File: config.mk
export PLATFORM = sky130hd
export DESIGN_NAME = cdb_arbiter_rr
export DESIGN_NICKNAME = d
export VERILOG_FILES = /design/src/rtl/cdb_arbiter_rr_pkg.sv /design/src/rtl/cdb_arbiter_rr_rr_pick.sv /design/src/rtl/cdb_arbiter_rr.sv
export SDC_FILE = /design/constraint.sdc
export NUM_CORES = 1
export LEC_CHECK = 0
export CORE_AREA = 2 2 172 174
export DETAILED_ROUTE_END_ITERATION = 10
export DIE_AREA = 0 0 174 176
export PLACE_DENSITY = 0.81
export SKIP_CTS_REPAIR_TIMING = 1
export SKIP_LAST_GASP = 1
export SLEW_MARGIN = 25
export SYNTH_ARGS = -nofsm -noshare
export SYNTH_HDL_FRONTEND = slang
export SYNTH_HIERARCHICAL = 1
export SYNTH_SLANG_ARGS = --single-unit
export TNS_END_PERCENT = 1
File: constraint.sdc
create_clock -name clock -period 15.8 [get_ports clock]
set_input_delay 3.16 -clock clock [delete_from_list [all_inputs] [get_ports clock]]
set_output_delay 3.16 -clock clock [all_outputs]
set_load 0.02 [all_outputs]
File: src/rtl/cdb_arbiter_rr_pkg.sv
// Shared CDB widths and types (sys_defs slice) plus the registered broadcast lane struct.
`ifndef PHYS_ZERO_REG
`define PHYS_ZERO_REG 6'd0
`endif

package cdb_arbiter_rr_pkg;
   localparam int PHYS_REG = 6;
   localparam int DATA     = 32;
   localparam int B_MASK   = 4;
   localparam int BS_PTR   = 2;

   localparam logic [PHYS_REG-1:0] ZERO_REG = `PHYS_ZERO_REG;

   typedef struct packed {
      logic                en;
      logic [PHYS_REG-1:0] rd;
      logic [DATA-1:0]     value;
      logic [B_MASK-1:0]   bmask;
   } CDB_LANE;

   localparam CDB_LANE LANE_IDLE = '{en: 1'b0, rd: ZERO_REG, value: '0, bmask: '0};

   // resolved-correct branch: its bit no longer guards anything
   function automatic logic [B_MASK-1:0] bmask_clear(input logic [B_MASK-1:0] m,
                                                     input logic [BS_PTR-1:0] p,
                                                     input logic en);
      return en ? (m & ~(B_MASK'(1) << p)) : m;
   endfunction
endpackage

File: src/rtl/cdb_arbiter_rr_rr_pick.sv
// First set request bit at or after ptr, wrapping past WIDTH-1 to 0; one-hot and index out.
module cdb_arbiter_rr_rr_pick #(
   parameter  int WIDTH = 8,
   localparam int IW    = (WIDTH > 1) ? $clog2(WIDTH) : 1
) (
   input  logic [WIDTH-1:0] req,
   input  logic [IW-1:0]    ptr,
   output logic             found,
   output logic [IW-1:0]    idx,
   output logic [WIDTH-1:0] gnt
);
   logic [IW-1:0] j;

   always_comb begin
      found = 1'b0;
      idx   = '0;
      j     = '0;
      for (int k = 0; k < WIDTH; k++) begin
         j = IW'((int'(ptr) + k) % WIDTH);
         if (!found && req[j]) begin
            found = 1'b1;
            idx   = j;
         end
      end
      gnt = found ? (WIDTH'(1) << idx) : '0;
   end
endmodule

File: src/rtl/cdb_arbiter_rr.sv
// CDB arbiter: NUM_FUB result buffers onto CDB_WIDTH registered broadcast lanes, fixed priority
// below NUM_PRIO, round-robin above. Define CDB_STARVE_EN for per-FUB anti-starvation counters.
module cdb_arbiter_rr
   import cdb_arbiter_rr_pkg::*;
#(
   parameter int NUM_FUB    = 8,
   parameter int CDB_WIDTH  = 2,
   parameter int NUM_PRIO   = 2,
   parameter int STARVE_MAX = 7
) (
   input  logic                                clock,
   input  logic                                reset,
   input  logic [NUM_FUB-1:0]                  fub_valid,
   input  logic [NUM_FUB-1:0][PHYS_REG-1:0]    fub_tagDest,
   input  logic [NUM_FUB-1:0][DATA-1:0]        fub_result,
   input  logic [NUM_FUB-1:0][B_MASK-1:0]      fub_bmask,
   input  logic                                br_pred_wrong,
   input  logic                                br_pred_right,
   input  logic [BS_PTR-1:0]                   br_bs_ptr,
   output logic [NUM_FUB-1:0]                  cdb_grant,
   output logic [CDB_WIDTH-1:0]                cdb_rd_en,
   output logic [CDB_WIDTH-1:0][PHYS_REG-1:0]  cdb_rd,
   output logic [CDB_WIDTH-1:0][DATA-1:0]      cdb_reg_value,
   output logic [CDB_WIDTH-1:0][B_MASK-1:0]    cdb_bmask
);
   localparam int IW = (NUM_FUB > 1) ? $clog2(NUM_FUB) : 1;
   localparam logic [IW-1:0]      RR_BASE   = IW'((NUM_PRIO < NUM_FUB) ? NUM_PRIO : 0);
   localparam logic [NUM_FUB-1:0] PRIO_MASK = NUM_FUB'((64'd1 << NUM_PRIO) - 64'd1);

   if (STARVE_MAX < 1 || STARVE_MAX > 7) begin : g_bad_starve_max
      $error("STARVE_MAX must fit the 3-bit starvation counter (1..7)");
   end

   logic [NUM_FUB-1:0]                elig, starved;
   logic [IW-1:0]                     rr_ptr, rr_ptr_nxt, rr_last;
   logic                              rr_any;
   logic [CDB_WIDTH-1:0]              lane_found;
   logic [CDB_WIDTH-1:0][IW-1:0]      lane_idx;
   logic [CDB_WIDTH-1:0][NUM_FUB-1:0] lane_gnt;
   CDB_LANE [CDB_WIDTH-1:0]           lane_d, lane_q;

   always_comb begin
      elig = '0;
      for (int i = 0; i < NUM_FUB; i++)
         elig[i] = fub_valid[i] && !(br_pred_wrong && fub_bmask[i][br_bs_ptr]);
   end

   for (genvar k = 0; k < CDB_WIDTH; k++) begin : g_lane
      logic [NUM_FUB-1:0] rem, req, gnt;
      logic [IW-1:0]      ptr, idx;
      logic               found;

      if (k == 0) begin : g_head
         assign rem = elig;
      end else begin : g_tail
         assign rem = g_lane[k-1].rem & ~g_lane[k-1].gnt;
      end

      // starved FUBs first, then the fixed class, both lowest index first; else RR from rr_ptr
      always_comb begin
         req = rem & ~PRIO_MASK;
         ptr = rr_ptr;
         if (|(rem & starved)) begin
            req = rem & starved;
            ptr = '0;
         end else if (|(rem & PRIO_MASK)) begin
            req = rem & PRIO_MASK;
            ptr = '0;
         end
      end

      cdb_arbiter_rr_rr_pick #(.WIDTH(NUM_FUB)) u_pick (
         .req   (req),
         .ptr   (ptr),
         .found (found),
         .idx   (idx),
         .gnt   (gnt)
      );

      assign lane_found[k]    = found;
      assign lane_idx[k]      = idx;
      assign lane_gnt[k]      = gnt;
      assign cdb_rd_en[k]     = lane_q[k].en;
      assign cdb_rd[k]        = lane_q[k].rd;
      assign cdb_reg_value[k] = lane_q[k].value;
      assign cdb_bmask[k]     = lane_q[k].bmask;
   end

   always_comb begin
      cdb_grant = '0;
      for (int k = 0; k < CDB_WIDTH; k++)
         cdb_grant = cdb_grant | lane_gnt[k];
   end

   // RR winners sit in scan order, so the last RR lane is the one the pointer moves past
   always_comb begin
      rr_any  = 1'b0;
      rr_last = rr_ptr;
      for (int k = 0; k < CDB_WIDTH; k++)
         if (lane_found[k] && int'(lane_idx[k]) >= NUM_PRIO) begin
            rr_any  = 1'b1;
            rr_last = lane_idx[k];
         end
      rr_ptr_nxt = rr_ptr;
      if (rr_any)
         rr_ptr_nxt = (int'(rr_last) == NUM_FUB - 1) ? RR_BASE : rr_last + 1'b1;
   end

   // Every lane reloads each cycle, so squash and bmask-clear of a held lane reduce to the idle fill.
   always_comb begin
      lane_d = {CDB_WIDTH{LANE_IDLE}};
      for (int k = 0; k < CDB_WIDTH; k++)
         if (lane_found[k]) begin
            lane_d[k].en    = 1'b1;
            lane_d[k].rd    = fub_tagDest[lane_idx[k]];
            lane_d[k].value = fub_result[lane_idx[k]];
            lane_d[k].bmask = bmask_clear(fub_bmask[lane_idx[k]], br_bs_ptr, br_pred_right);
         end
   end

   always_ff @(posedge clock or negedge reset) begin
      if (!reset) begin
         rr_ptr <= RR_BASE;
         lane_q <= {CDB_WIDTH{LANE_IDLE}};
      end else begin
         rr_ptr <= rr_ptr_nxt;
         lane_q <= lane_d;
      end
   end

`ifdef CDB_STARVE_EN
   logic [NUM_FUB-1:0][2:0] starve_cnt;

   always_ff @(posedge clock or negedge reset) begin
      if (!reset) begin
         starve_cnt <= '0;
      end else begin
         for (int i = 0; i < NUM_FUB; i++)
            if (cdb_grant[i])
               starve_cnt[i] <= 3'd0;
            else if (elig[i] && starve_cnt[i] != 3'd7)
               starve_cnt[i] <= starve_cnt[i] + 3'd1;
      end
   end

   always_comb begin
      starved = '0;
      for (int i = 0; i < NUM_FUB; i++)
         starved[i] = elig[i] && (starve_cnt[i] >= 3'(STARVE_MAX));
   end
`else
   assign starved = '0;
`endif
endmodule

=== Word-level counts from Yosys, hierarchy flattened ===
Cells that the tools add are included.

* Bitwise gates (word level): 6
* Divide/modulo/power cells: 0
* Add/sub/neg operators: 15
* Multiplexer cells: 107
* Magnitude comparators: 21
* Equal/unequal tests: 1
* Multipliers: 0
* Reductions and logical operators: 56
* Shift operators: 3

{| class="wikitable"
|+ Operators with widths
! operator !! number
|-
| 32-bit binary-select mux with 3-bit select || 2
|-
| 43-bit 2-to-1 mux || 2
|-
| 3-bit by 4-bit < comparator with 1-bit output (second input constant) || 18
|-
| 32-bit 2-to-1 mux || 2
|-
| 3-bit 2-to-1 mux || 21
|-
| 1-bit binary-select mux with 3-bit select || 16
|-
| 1-bit 2-to-1 mux || 42
|-
| 6-bit binary-select mux with 3-bit select || 2
|-
| 1-bit logical AND || 32
|-
| 8-bit 2-to-1 mux || 4
|-
| 3-bit adder (second input constant) || 8
|-
| 4-bit binary-select mux with 3-bit select || 2
|-
| 1-bit logical NOT || 22
|-
| 1-bit binary-select mux with 2-bit select || 8
|-
| 4-bit 2-to-1 mux || 4
|-
| 1-bit by 3-bit left shift with 8-bit output (first input constant) || 2
|-
| 3-bit by 2-bit adder with 3-bit output (second input constant) || 4
|-
| 6-bit 2-to-1 mux || 2
|-
| 3-bit by 1-bit adder with 3-bit output (second input constant) || 3
|-
| 4-bit bitwise AND || 2
|-
| 8-bit bitwise AND || 1
|-
| 8-bit NOT || 1
|-
| 8-bit bitwise OR || 1
|-
| 3-bit by 2-bit >= comparator with 1-bit output (second input constant) || 2
|-
| other kinds (5) || 6
|}

* RAM bits: 0
* Bits in read-only memories: 0
* Output and inout bits: 94
* Memories: 0
* Bits in latches: 0
* Register bits: 89
* Input port bits: 350

=== Depth between registers and ports, before layout ===
Gate-level depths: netlist (run 1).

* Depth after elaboration: 66
* Mapped depth: 41
* Gate-level depth less buffers: 32

=== Hierarchy ===
The synthesis (run 1) kept the hierarchy.

{| class="wikitable"
|+ By module, submodules not included
! module !! area an instance (sq um) !! instances !! cells an instance !! sequential area each (sq um)
|-
| cdb_arbiter_rr || 8341.8 || 1 || 591 || 2228.4
|-
| cdb_arbiter_rr_rr_pick || 885.8 || 2 || 97 || 0.0
|}

=== Worst setup path after synthesis (run 1) ===
OpenSTA, ideal clock, no wires.

* Kind: input to output
* From: input br_bs_ptr[0]
* To: output cdb_grant[1]
* Setup slack: 2660 ps
* Cell stages on the path: 33
* Buffers on the path: 6
* Data arrival time: 9980 ps
* Required time: 12640 ps
* Cells stage by stage: buf_6 > mux4_2 > o221ai_2 > nor2_1 > buf_6 > inv_1 > ha_1 > buf_6 > mux4_2 > mux2_2 > nand3_1 > nand2_1 > a211oi_1 > nor2b_2 > inv_2 > nor4b_2 > a211oi_1 > or2_1 > buf_6 > nor2_2 > buf_6 > inv_1 > ha_1 > buf_6 > mux4_2 > mux2_2 > nor4_1 > o21ai_0 > a31oi_1 > nor2b_2 > inv_2 > nor3b_1 > or2_2

* Word-level cells in the longest chain between the ends: 64

{| class="wikitable"
|+ Ends and longest elaborated chain
! item !! RTL line !! RTL
|-
| from (decl) || cdb_arbiter_rr.sv:19 || <nowiki>input logic [BS_PTR-1:0] br_bs_ptr,</nowiki>
|-
| 1-bit binary-select mux with 2-bit select || cdb_arbiter_rr.sv:45 || <nowiki>elig[i] = fub_valid[i] && !(br_pred_wrong && fub_bmask[i][br_bs_ptr]);</nowiki>
|-
| 1-bit 2-to-1 mux (not written as such) || cdb_arbiter_rr.sv:45 ||
|-
| 1-bit logical AND || cdb_arbiter_rr.sv:45 ||
|-
| 1-bit logical NOT || cdb_arbiter_rr.sv:45 ||
|-
| 1-bit logical AND || cdb_arbiter_rr.sv:45 ||
|-
| 2-bit OR reduction * || cdb_arbiter_rr.sv:66 || <nowiki>end else if (|(rem & PRIO_MASK)) begin</nowiki>
|-
| 3-bit 2-to-1 mux * || cdb_arbiter_rr.sv:66 ||
|-
| net g_lane[0].ptr[0] || cdb_arbiter_rr.sv:50 || <nowiki>logic [IW-1:0] ptr, idx;</nowiki>
|-
| [... 24 more ...] || n/a ||
|-
| net g_lane[0].idx[1] || cdb_arbiter_rr.sv:50 ||
|-
| [... 2 more ...] || n/a ||
|-
| net g_lane[0].gnt[0] || cdb_arbiter_rr.sv:49 || <nowiki>logic [NUM_FUB-1:0] rem, req, gnt;</nowiki>
|-
| [... 4 more ...] || n/a ||
|-
| net g_lane[1].req[0] || cdb_arbiter_rr.sv:49 ||
|-
| [... 21 more ...] || n/a ||
|-
| 1-bit logical NOT || cdb_arbiter_rr_rr_pick.sv:20 || <nowiki>if (!found && req[j]) begin</nowiki>
|-
| 1-bit logical AND || cdb_arbiter_rr_rr_pick.sv:20 ||
|-
| 3-bit 2-to-1 mux * || cdb_arbiter_rr_rr_pick.sv:20 ||
|-
| net g_lane[1].idx[1] || cdb_arbiter_rr.sv:50 ||
|-
| 1-bit by 3-bit left shift with 8-bit output * || cdb_arbiter_rr_rr_pick.sv:25 || <nowiki>gnt = found ? (WIDTH'(1) << idx) : '0;</nowiki>
|-
| 8-bit 2-to-1 mux * || cdb_arbiter_rr_rr_pick.sv:25 ||
|-
| net g_lane[1].gnt[1] || cdb_arbiter_rr.sv:49 ||
|-
| 8-bit bitwise OR * || cdb_arbiter_rr.sv:92 || <nowiki>cdb_grant = cdb_grant | lane_gnt[k];</nowiki>
|-
| to (decl) || cdb_arbiter_rr.sv:20 || <nowiki>output logic [NUM_FUB-1:0] cdb_grant,</nowiki>
|}

Mark *: on every way through the listed nets, which the timed path passes. The select of a mux whose other input is x is not followed.

=== Final worst setup path (run 1) ===
* From: input br_bs_ptr[1]
* To: output cdb_grant[1]

The elaborated chain is that of the path after synthesis.

==> run_results.csv, run 1 <==
group,metric,value,unit
cells_and_area,ff_latch_area,2230,um^2
yosys,synth_compound_area_share,5.18,%
yosys,syn_inst,785,
yosys,synth-main-ff-cell,"dfrtp_1",
drt,vias,9208,
worst_hold_path,min_delay_path_depth,2,
placed_design,port-buffer-count,443,
setup_path,start_kind,"input pin",
cells_and_area,fin_area,15100,um^2
clock_tree,numCtsBuffers,9,
timing,hold_viol_final,0,
setup_path,crit_required,12.64,ns
yosys,syn-num-nets,1141,
timing,setup_violations,0,
die,fp.dieH,176,um
clock_tree,htree_levels,3,
yosys,ys_warn_count,6,
clock_tree,clkSinkCount,89,
worst_hold_path,holdPathEnd,"rr_ptr[1]",
setup_path,cp.depth,29,
cells_and_area,nFillCells,2411,
timing,drv_slew,0,
global_routing,grt_max_degree,60,
yosys,netlist_area,10100,um^2
setup_path,reg2reg_depth,29,
placed_design,place.gp.congestion,0.912,
timing,rsz0062_at_grt,"false",
setup_path,crit_path_end_kind,"primary output",
timing,tns,0,ns
cells_and_area,fin_nets,1541,
timing,max-slew-margin-rel,32.3,%
yosys,yosys-top-cells-area,"mux4_2 41%, dfrtp_1 22%, mux2i_1 9.9%",
yosys,ys_seq_elements,89,
yosys,avgSynthCellArea,12.9,um^2
timing,max_freq,0.0663,GHz
die,rows,62,
yosys,synth_largest_area_cell,"mux4_2",
timing,period_needed,15.08,ns
yosys,synth.area.mux_share,55.3,%
drt,drtIter0Drc,881,
clock_tree,cts-root-buf,"clkbuf_16",
die,ios,444,
clock_tree,insertion_delay,0.34,ns
die,initial_core_util,35.4,%
yosys,synth_adder_area_share,0.742,%
yosys,ys_types,53,
die,dieArea,30600,um^2
global_routing,antenna_found_initial,13,
clock_tree,cts_tree,"yes",
yosys,synth_xor_xnor_area_share,0.668,%
global_routing,grt_pass1_wl,59300,um
yosys,async_flop_share,100,%
die,die_w,174,um
setup_path,path_buf_inv,6,
worst_hold_path,hp-start,"rr_ptr[1]",
die,core,28500,um^2
drt,drcViolationCount,0,
run,cap_violations,0,
setup_path,cp_slowest_cell,"clkdlybuf4s50_1",
global_routing,overflow,0,
yosys,synth_edf_count,0,
cells_and_area,multi_input_area,7470,um^2
setup_path,critical_path.max_fanout,18,
yosys,synth_commonest_cells,"186 x mux4_2, 100 x mux2i_1, 88 x dfrtp_1",
global_routing,first_global_vias,9606,
drt,drt_pass1_iterations,5,
timing,tightest_slew,1.01,ns
drt,wl_per_cell,25.2,um
setup_path,crit_arrival,11.92,ns
yosys,yosys.area_share.simple,11.7,%
setup_path,r2r_end,"cdb_reg_value[38]",
clock_tree,cts_buffer_depth,2,
timing,post-route-period-util,95.4,%
setup_path,crit_path_max_incr_delay,0.92,ns
drt,viasPerCell,5.81,
setup_path,cpMostUsedCell,"mux4_2",
clock_tree,clkTransAtPathRegs,0.07,ns
cells_and_area,drive_gt1_share,24.4,%
yosys,ys_seq_area_share,22.0,%
placed_design,dpl_cell_area,14800,um^2
setup_path,crit_family,"simple AND/OR/NAND/NOR gates",
setup_path,r2r_slack,6.55,ns
yosys,synth.most_common_cell,"mux4_2",
global_routing,grt_usage,25.8,%
worst_hold_path,hold_path.class,"flip-flop to flip-flop",
yosys,synthDominantCellAreaShare,41.4,%
status,status,"finished, final reports clean",
timing,fin_skew,0.00723,ns
yosys,synth_top_family_by_area,"multiplexers",
drt,wirelength,39900,um
setup_path,crit_type,"input pin to primary output",
cells_and_area,syn_to_final_growth,49.7,%
setup_path,reg2reg_from,"rr_ptr[1]",
placed_design,dp_hpwl,31000,um
drt,final_antenna_net_count,0,
-- worst max path at each step --
stage | from | to | slack [ns]
after floorplan | br_bs_ptr[0] | cdb_grant[1] | 2.66
after global placement | br_bs_ptr[1] | cdb_grant[1] | 1.13
after detailed placement | br_bs_ptr[1] | cdb_grant[1] | 0.82
after CTS | br_bs_ptr[1] | cdb_grant[1] | 0.79
after global routing | br_bs_ptr[1] | cdb_grant[3] | 0.16
final | br_bs_ptr[1] | cdb_grant[1] | 0.72
-- kinds of logic (layout without fill, tap and decap cells) --
family,after synthesis,count (layout)
AOI/OAI and AO/OA,75,75
adders and majority gates,6,6
and+or+nand+nor,201,201
buffers and inverters,90,495
DFF,89,89
xor gates and xnor gates,6,6
other,0,12
muxes,318,318
-- area by class of cell --
cell class                      count  share of cell area, %
Clock buffer                       11                   1.60
Inverter                           17                  0.454
Sequential cell                    89                   14.7
Clock inverter                      5                  0.264
Tap cell                          384                   3.17
Antenna cell                       12                  0.198
Multi-Input combinational cell    606                   49.3
Timing Repair Buffer              462                   30.3
-- cells in the final DEF (no fill, tap or decap), types with 8 or more instances in the layout --
| master | instances |
|---|---|
| a21oi_1 | 12 |
| a22oi_1 | 8 |
| nor3b_1 | 8 |
| nor2_1 | 31 |
| inv_1 | 15 |
| mux4_2 | 186 |
| diode_2 | 12 |
| clkdlybuf4s50_1 | 442 |
| mux2i_1 | 100 |
| buf_4 | 18 |
| nand3_1 | 9 |
| nor3_2 | 8 |
| dfrtp_1 | 88 |
| clkbuf_16 | 9 |
| o21ai_0 | 25 |
| mux2_2 | 26 |
| or2_2 | 8 |
| nand2_1 | 25 |
| nor2b_1 | 77 |
-- sequential cells by signal, summed over array words and instances (netlist names) --
signal	flops
cdb_bmask	8
cdb_rd	12
cdb_rd_en	2
cdb_reg_value	64
rr_ptr	3
-- metal layers --
metal | global-route usage, % | vias up | share of wire, %
li1 | - | 3968 | -
met3 | 5.32 | 80 | 8.1
met1 | 33.2 | 4626 | 39
met5 | 0 | - | 0.033
met4 | 8.75 | 2 | 3.2
met2 | 43.7 | 532 | 50
-- stage by stage --
stage	hold WS [ns]	setup slack (ns)	instances	utilization [%]
after detailed placement	0.593	0.824	1558	51.9
final	0.596	0.724	1586	53.0
after CTS	0.606	0.793	1574	52.9
after global routing	0.645	0.162	1583	53.0
after global placement	0.590	1.13	1558	51.9
after floorplan	0.520	2.66	785	-
-- worst min-delay path, cell delays in order (launching register included) --
cell	delay (ns)
dfstp_2	0.37
inv_1	0.11
o21ai_0	0.11
Power of run 1 is left out: the tool's default activity adds up to more than one toggle a clock period on the data nets, which glitch-free logic cannot reach.
==> run 2, diff against run 1 <==
CORE_AREA = 2 2 174 176   (was 2 2 172 174)
DIE_AREA = 0 0 176 178   (was 0 0 174 176)
PLACE_DENSITY = not set   (was 0.81)
PLACE_DENSITY_LB_ADDON = 0.15   (was not set)
==> run 2 against run 1 <==
  * Cell area rose by 0.51%
  * Flip-flop and latch count did not move
  * Sequential share of layout area fell by 0.075 points
  * Maximum frequency rose by 0.54%
  * Non-clock buffer count rose by 5
  * Critical endpoint is now cdb_grant[0]
==> run_results.csv, run 2 (synthesis gave the netlist of run 1 again) <==
group,metric,value,unit
status,status,"finished, final reports clean",
setup_path,path_buf_inv,6,
cells_and_area,multi_input_area,7470,um^2
clock_tree,insertion_delay,0.36,ns
die,dieArea,31300,um^2
die,fp.dieH,178,um
timing,period_needed,14.99,ns
timing,post-route-period-util,94.9,%
cells_and_area,largest_register_ffs,64,
clock_tree,clkTransAtPathRegs,0.07,ns
timing,hold_viol_final,0,
global_routing,grt_pass1_wl,59700,um
timing,drv_slew,0,
drt,viasPerCell,5.60,
drt,vias,8943,
cells_and_area,syn_to_final_growth,50.5,%
drt,top_layer,"met5",
global_routing,overflow,0,
drt,drt_pass1_iterations,5,
timing,max-slew-margin-rel,32.5,%
setup_path,cp_slowest_cell,"clkdlybuf4s50_1",
drt,drtIter0Drc,470,
drt,wirelength,40900,um
setup_path,crit_type,"input pin to primary output",
die,die_w,176,um
clock_tree,cts_tree,"yes",
cells_and_area,ff_latch_area,2230,um^2
die,core,29400,um^2
cells_and_area,nFillCells,2587,
clock_tree,htree_levels,3,
die,initial_core_util,34.4,%
drt,final_antenna_net_count,0,
timing,fin_skew,0.0135,ns
setup_path,critical_path.max_fanout,9,
timing,tightest_slew,1.01,ns
setup_path,crit_path_end_kind,"primary output",
global_routing,antenna_found_initial,13,
cells_and_area,drive_gt1_share,24.9,%
timing,rsz0062_at_grt,"false",
clock_tree,cts_buffer_depth,2,
clock_tree,clkSinkCount,89,
clock_tree,cts-root-buf,"clkbuf_16",
drt,met1_length,16200,um
timing,tns,0,ns
global_routing,first_global_vias,9156,
global_routing,grt_usage,25.9,%
setup_path,crit_required,12.64,ns
placed_design,dp_hpwl,30700,um
die,ios,444,
worst_hold_path,hold_path.class,"flip-flop to flip-flop",
drt,route.met3.wl,2790,um
drt,drcViolationCount,0,
setup_path,crit_path_max_incr_delay,0.65,ns
cells_and_area,final_common_cell,"clkdlybuf4s50_1",
placed_design,port-buffer-count,443,
global_routing,grt_max_degree,63,
timing,setup_violations,0,
cells_and_area,fin_nets,1546,
timing,max_freq,0.0667,GHz
run,cap_violations,0,
setup_path,crit_arrival,11.83,ns
clock_tree,numCtsBuffers,9,
cells_and_area,most-common-layout-cells,"442 x clkdlybuf4s50_1, 186 x mux4_2, 100 x mux2i_1",
drt,dr_wl_met2,20900,um
setup_path,crit_family,"multiplexers",
setup_path,start_kind,"input pin",
placed_design,place.gp.congestion,0.895,
die,rows,63,
setup_path,cpMostUsedCell,"mux4_2",
drt,wl_per_cell,25.6,um
[run 2: worst min-delay path: stages, from the launching register on]
cell	delay [ns]
dfstp_2	0.37
inv_1	0.13
o21ai_0	0.11
[run 2: metrics by stage]
stage	worst slack [ns]	area [um^2]	hold slack, ns	instances	util (%)
6_report	0.806	15200	0.622	1597	51.8
5_1_grt	0.215	15200	0.664	1596	51.8
4_1_cts	0.832	15200	0.634	1584	51.6
3_5_place_dp	0.861	14900	0.621	1568	50.5
3_3_place_gp	0.964	14900	0.635	1568	50.5
2_1_floorplan	2.66	10100	0.520	785	-
[run 2: routing by layer]
layer | global-route usage (%) | up-vias
li1 | - | 3972
met1 | 32.6 | 4566
met2 | 44.3 | 354
met3 | 6.01 | 47
met4 | 8.57 | 4
met5 | 0 | -
[run 2: worst paths after layout]
check                      slack, ns           endpoint         start  cells past startpoint
setup / recovery                0.81       cdb_grant[0]  br_bs_ptr[0]                     29
hold / removal                  0.62          rr_ptr[1]     rr_ptr[1]                      2
setup reg to reg                7.14          rr_ptr[2]     rr_ptr[1]                     32
hold reg to reg                 0.62          rr_ptr[1]     rr_ptr[1]                      2
max in group asynchronous      11.88          cdb_rd[5]         reset                      2
min in group asynchronous       2.79  cdb_reg_value[19]         reset                      1
[run 2: area by class of cell]
type | count | share of cell area [%]
clock buffers | 9 | 1.48
flip-flops and latches | 89 | 14.6
diodes | 12 | 0.197
multi-input cells | 606 | 49.1
inverters | 17 | 0.452
well taps | 390 | 3.21
repair buffers | 467 | 30.5
clock inverters | 7 | 0.469
Power of run 2 is left out for the same reason.
==> RTL edit 1 (settings of run 1) <==
The option `CDB_STARVE_EN` is turned on by a define.
--- a/src/rtl/cdb_arbiter_rr.sv
+++ b/src/rtl/cdb_arbiter_rr.sv
@@ -1,5 +1,7 @@
 // CDB arbiter: NUM_FUB result buffers onto CDB_WIDTH registered broadcast lanes, fixed priority
 // below NUM_PRIO, round-robin above. Define CDB_STARVE_EN for per-FUB anti-starvation counters.
+`define CDB_STARVE_EN
+
 module cdb_arbiter_rr
    import cdb_arbiter_rr_pkg::*;
 #(
Function: not settled (the Yosys comparison gave no result); the edit may change what the design does.
==> RTL edit 1 against run 1 <==
  * Worst setup slack lost 0.22 ns
  * Area after synthesis grew 13%
  * Cell area grew 12%
  * Sequential cell count grew 24
  * Final cell count grew 9.6%
  * Routed wire length grew 13%
  * Critical endpoint is now cdb_grant[4]
Power is not shown: default switching activity piles up to over one toggle a cycle in this logic, so the estimate is an artifact.
==> RTL edit 1: results (changes against run 1) <==
Critical path
  • Register-to-Register Setup Slack: 6.17 ns (-0.38 ns)
  • Slowest stage cell, crit path: clkdlybuf4s50_1
  • Critical Path Max Stage Delay: 0.66 ns (-0.26 ns)
  • Capturing element of the worst setup path: cdb_grant[4]
  • Worst-path maximum fanout: 11 (-7)
  • RR Endpoint: cdb_bmask[6]
  • Worst reg2reg startpoint: starve_cnt[21]
  • R2R cell count: 33 (+14%)
  • Critical path arrival: 12.14 ns (+0.22 ns)
  • Family with the most delay on the worst path: simple AND/OR/NAND/NOR gates
  • Startpoint of the worst setup timing path: br_bs_ptr[0]

Global route
  • Initial antenna violation count: 7 (-6)
  • Number of global-route vias before repair: 11000 (+14%)
  • Total routing usage reported by global routing: 28.8% (+3.0 points)
  • Largest net degree at the start of global routing: 71 (+18%)
  • Wire length of the first global-routing pass: 66200 µm (+12%)

Placed design
  • DP HPWL: 34400 µm (+11%)
  • Post-Place Worst Slack: 0.0753 ns (-0.748 ns)
  • Global placement routability congestion: 0.928 (+1.7%)
  • IO buf count: 443 (unchanged)

STA
  • Layout Skew: 0.0125 ns (+0.00530 ns)
  • Relative max-transition margin: 30.9% (-1.4 points)
  • Period Utilization, post-route: 96.8% (+1.4 points)

Clock tree
  • Clock transition at path regs: 0.06 ns
  • CTS max path bufs: 2 (unchanged)
  • Clock buffers created by TritonCTS: 17 (+8)
  • Clock Root Buffer: clkbuf_16
  • Clock latency of the later-clocked register in the worst-skew pair: 0.43 ns (+0.09 ns)
  • Number of H-tree branching levels: 4 (+1)

Detailed routing
  • Detailed-route wire length on metal 1: 16800 µm (+8.9%)
  • Wire length per cell: 25.8 µm (+2.6%)
  • Total met2 wirelength after detailed routing: 22900 µm (+15%)
  • Number of violations reported at the end of detailed-routing iteration 0: 895 (+1.6%)
  • Remaining design rule violation count: 0 (unchanged)
  • Number of search-and-repair iterations in the first detailed-routing pass: 7 (+2)
  • Routed wire length: 44900 µm (+13%)
  • DR WL met3: 3580 µm (+10%)
  • Max Used Layer: met4
  • Per-cell via count in the routed design: 6.03 (+3.9%)

Synthesis
  • Sequential share of the synthesized area: 24.8% (+2.8 points)
  • Fraction of registers with async set/reset: 100% (unchanged)
  • Warning count from the yosys run: 6 (unchanged)
  • Cells after synthesis: 918 (+17%)
  • Post-synthesis cell type count: 55 (+3.8%)
  • Cell types with the highest counts after synthesis: 184 x mux4_2, 117 x mux2i_1, 112 x dfrtp_1
  • Prevailing post-synth register cell: dfrtp_1
  • Post-Syn Nets: 1290 (+13%)
  • Area contributors post-synth: mux4_2 36%, dfrtp_1 25%, mux2i_1 10%

Outcome
  • Result of the run: finished, final reports clean

Final layout
  • Layout cell share with drive strength beyond 1: 22.7% (-1.7 points)
  • Filler instances: 2298 (-4.7%)
  • Flip-flop count of the largest register, all copies and words added: 64 (unchanged)
  • Number of nets at the end of the flow: 1707 (+11%)

Hold path
  • Worst min-delay path category: flip-flop to flip-flop
## RTL edit 1: metrics by stage
stage	util, %	cell area, µm²
2_1_floorplan	-	11400
4_1_cts	58.9	16800
6_report	59.6	17000
3_3_place_gp	56.7	16200
3_5_place_dp	56.7	16200
5_1_grt	59.5	17000
## RTL edit 1: worst min-delay path by stage
stage	slack [ns]	startpoint	end	depth (start not counted)
6_report	0.58	starve_cnt[17]	starve_cnt[17]	2
5_1_grt	0.60	starve_cnt[10]	starve_cnt[10]	2
4_1_cts	0.57	starve_cnt[2]	starve_cnt[2]	2
3_5_place_dp	0.56	starve_cnt[2]	starve_cnt[2]	2
3_3_place_gp	0.55	starve_cnt[16]	starve_cnt[16]	2
2_1_floorplan	0.50	rr_ptr[1]	rr_ptr[1]	2
## RTL edit 1: kinds of logic after synthesis
group | synth area share, %
multiplexers | 49.0
AND/OR/NAND/NOR | 11.3
AO/OA/AOI/OAI | 7.91
flip-flops | 24.8
buffers and inverters | 3.48
adder cells (fa/ha/maj) | 2.41
XOR/XNOR | 1.21
## RTL edit 1: metal layers
layer	track usage, %	vias up
met5	0	-
met4	11.2	0
met3	6.78	106
met2	49.9	566
met1	35.0	5299
li1	-	4515
## RTL edit 1: final cells by class
| type | count | area, µm² | area share [%] |
|---|---|---|---|
| Multi-Input combinational cell | 719 | 8340 | 49.0 |
| Timing Repair Buffer | 469 | 4640 | 27.3 |
| Sequential cell | 113 | 2830 | 16.6 |
| Clock buffer | 22 | 484 | 2.85 |
| Tap cell | 384 | 480 | 2.83 |
| Clock inverter | 10 | 155 | 0.913 |
| Inverter | 15 | 61.3 | 0.361 |
| Antenna cell | 7 | 17.5 | 0.103 |
## RTL edit 1: worst min-delay path: cells and delay by family, from the launching register on
family             cells  cell delay (ns)
DFF                    1             0.39
AOI/OAI and AO/OA      2             0.15
==> RTL edit 2 (config.mk and constraints of run 1) <==
Made on the original files. `PHYS_REG`: 6 -> 3.
--- a/src/rtl/cdb_arbiter_rr_pkg.sv
+++ b/src/rtl/cdb_arbiter_rr_pkg.sv
@@ -4,7 +4,7 @@
 `endif
 
 package cdb_arbiter_rr_pkg;
-   localparam int PHYS_REG = 6;
+   localparam int PHYS_REG = 3;
    localparam int DATA     = 32;
    localparam int B_MASK   = 4;
    localparam int BS_PTR   = 2;
Interface: changed (resized cdb_rd and fub_tagDest); port bits go from 444 to 414. No check against the original RTL was run, so the function may have changed too.
==> RTL edit 2 against run 1 <==
  * Cell area down 5.3%
  * Critical endpoint is now cdb_grant[0]
  * Worst setup slack better by 0.078 ns
  * Non-clock buffer count down 29
  * Area after synthesis down 5.4%
  * Sequential cell count down 6
  * Critical path type unchanged
  * Critical path depth unchanged
  * Routed wire length down 7.4%
  * Highest routed layer unchanged
Power is not shown: default switching activity piles up to over one toggle a cycle in this logic, so the estimate is an artifact.
==> RTL edit 2: results (changes against run 1) <==
Synthesis
  • Post-Syn Nets: 1081 (-5.3%)
  • Area contributors post-synth: mux4_2 41%, dfrtp_1 21%, mux2i_1 9.8%
  • Share of the synthesized netlist area taken by xor and xnor gates: 0.706% (+0.038 points)
  • Sequential share of the synthesized area: 21.7% (-0.31 points)
  • Synthesized area divided by synthesized cell count: 12.8 µm² (-0.85%)
  • Post-Synth Adder-Cell Area: 0.785% (+0.042 points)

Detailed routing
  • Detailed-route wire length on metal 1: 14400 µm (-6.5%)
  • Per-cell via count in the routed design: 5.67 (-2.4%)
  • Total met2 wirelength after detailed routing: 18300 µm (-8.4%)
  • DR WL met3: 2810 µm (-13%)

Placed design
  • Cell count after placement: 1499 (-3.8%)
  • DP HPWL: 28900 µm (-6.8%)
  • Post-Place Worst Slack: 0.863 ns (+0.0391 ns)
  • Placed cell area: 0.0140 mm² (-5.5%)

Final layout
  • Register fraction of the total cell area: 14.5% (-0.22 points)
  • Clock Buffer Count: 10 (-1)
  • ClkCell Share: 2.05% (+0.18 points)
  • Multi-input gate share of the layout cell area: 49.6% (+0.23 points)
  • Layout-stage area growth over the synthesis result: 49.8% (about the same)
  • Data-path buffer share of cell area in the final layout: 29.9% (-0.36 points)
  • Layout cell share with drive strength beyond 1: 24.8% (+0.48 points)

STA
  • Setup WS post-layout: 0.802 ns (+0.0781 ns)
  • Layout Skew: 0.00866 ns (+0.00143 ns)
  • Actual transition at the worst max-transition pin: 0.897 ns (-0.115 ns)

Critical path
  • Family with the most delay on the worst path: multiplexers
  • RR Endpoint: cdb_reg_value[33]
  • Critical Path Max Stage Delay: 0.66 ns (-0.26 ns)
  • Worst-path maximum fanout: 10 (-8)

Outcome
  • Result of the run: finished, final reports clean

Global route
  • Largest net degree at the start of global routing: 57 (-5.0%)
  • M1 GR Usage: 29.7% (-3.5 points)
  • Wire length of the first global-routing pass: 55700 µm (-6.2%)

Clock tree
  • Clock sink count: 83 (-6.7%)
## RTL edit 2: cell count changes in the layout (fill, tap and decap cells not counted), sizes merged, moves of 2 or more
cell / before / now
diode: 12 / 10
clkinv: 1 / 4
nor2b: 79 / 73
mux2i: 104 / 98
clkinvlp: 3 / 0
mux4: 186 / 174
clkdlybuf4s50: 442 / 412
dfrtp: 88 / 82
## RTL edit 2: worst max path at each step
| stage | depth (start not counted) | start | end | slack (ns) |
|---|---|---|---|---|
| 2_1_floorplan | 33 | br_bs_ptr[0] | cdb_grant[1] | 2.66 |
| 3_3_place_gp | 30 | br_bs_ptr[0] | cdb_grant[0] | 1.05 |
| 3_5_place_dp | 30 | br_bs_ptr[0] | cdb_grant[0] | 0.86 |
| 4_1_cts | 30 | br_bs_ptr[0] | cdb_grant[0] | 0.84 |
| 5_1_grt | 30 | br_bs_ptr[0] | cdb_grant[0] | 0.13 |
| 6_report | 29 | br_bs_ptr[0] | cdb_grant[0] | 0.80 |
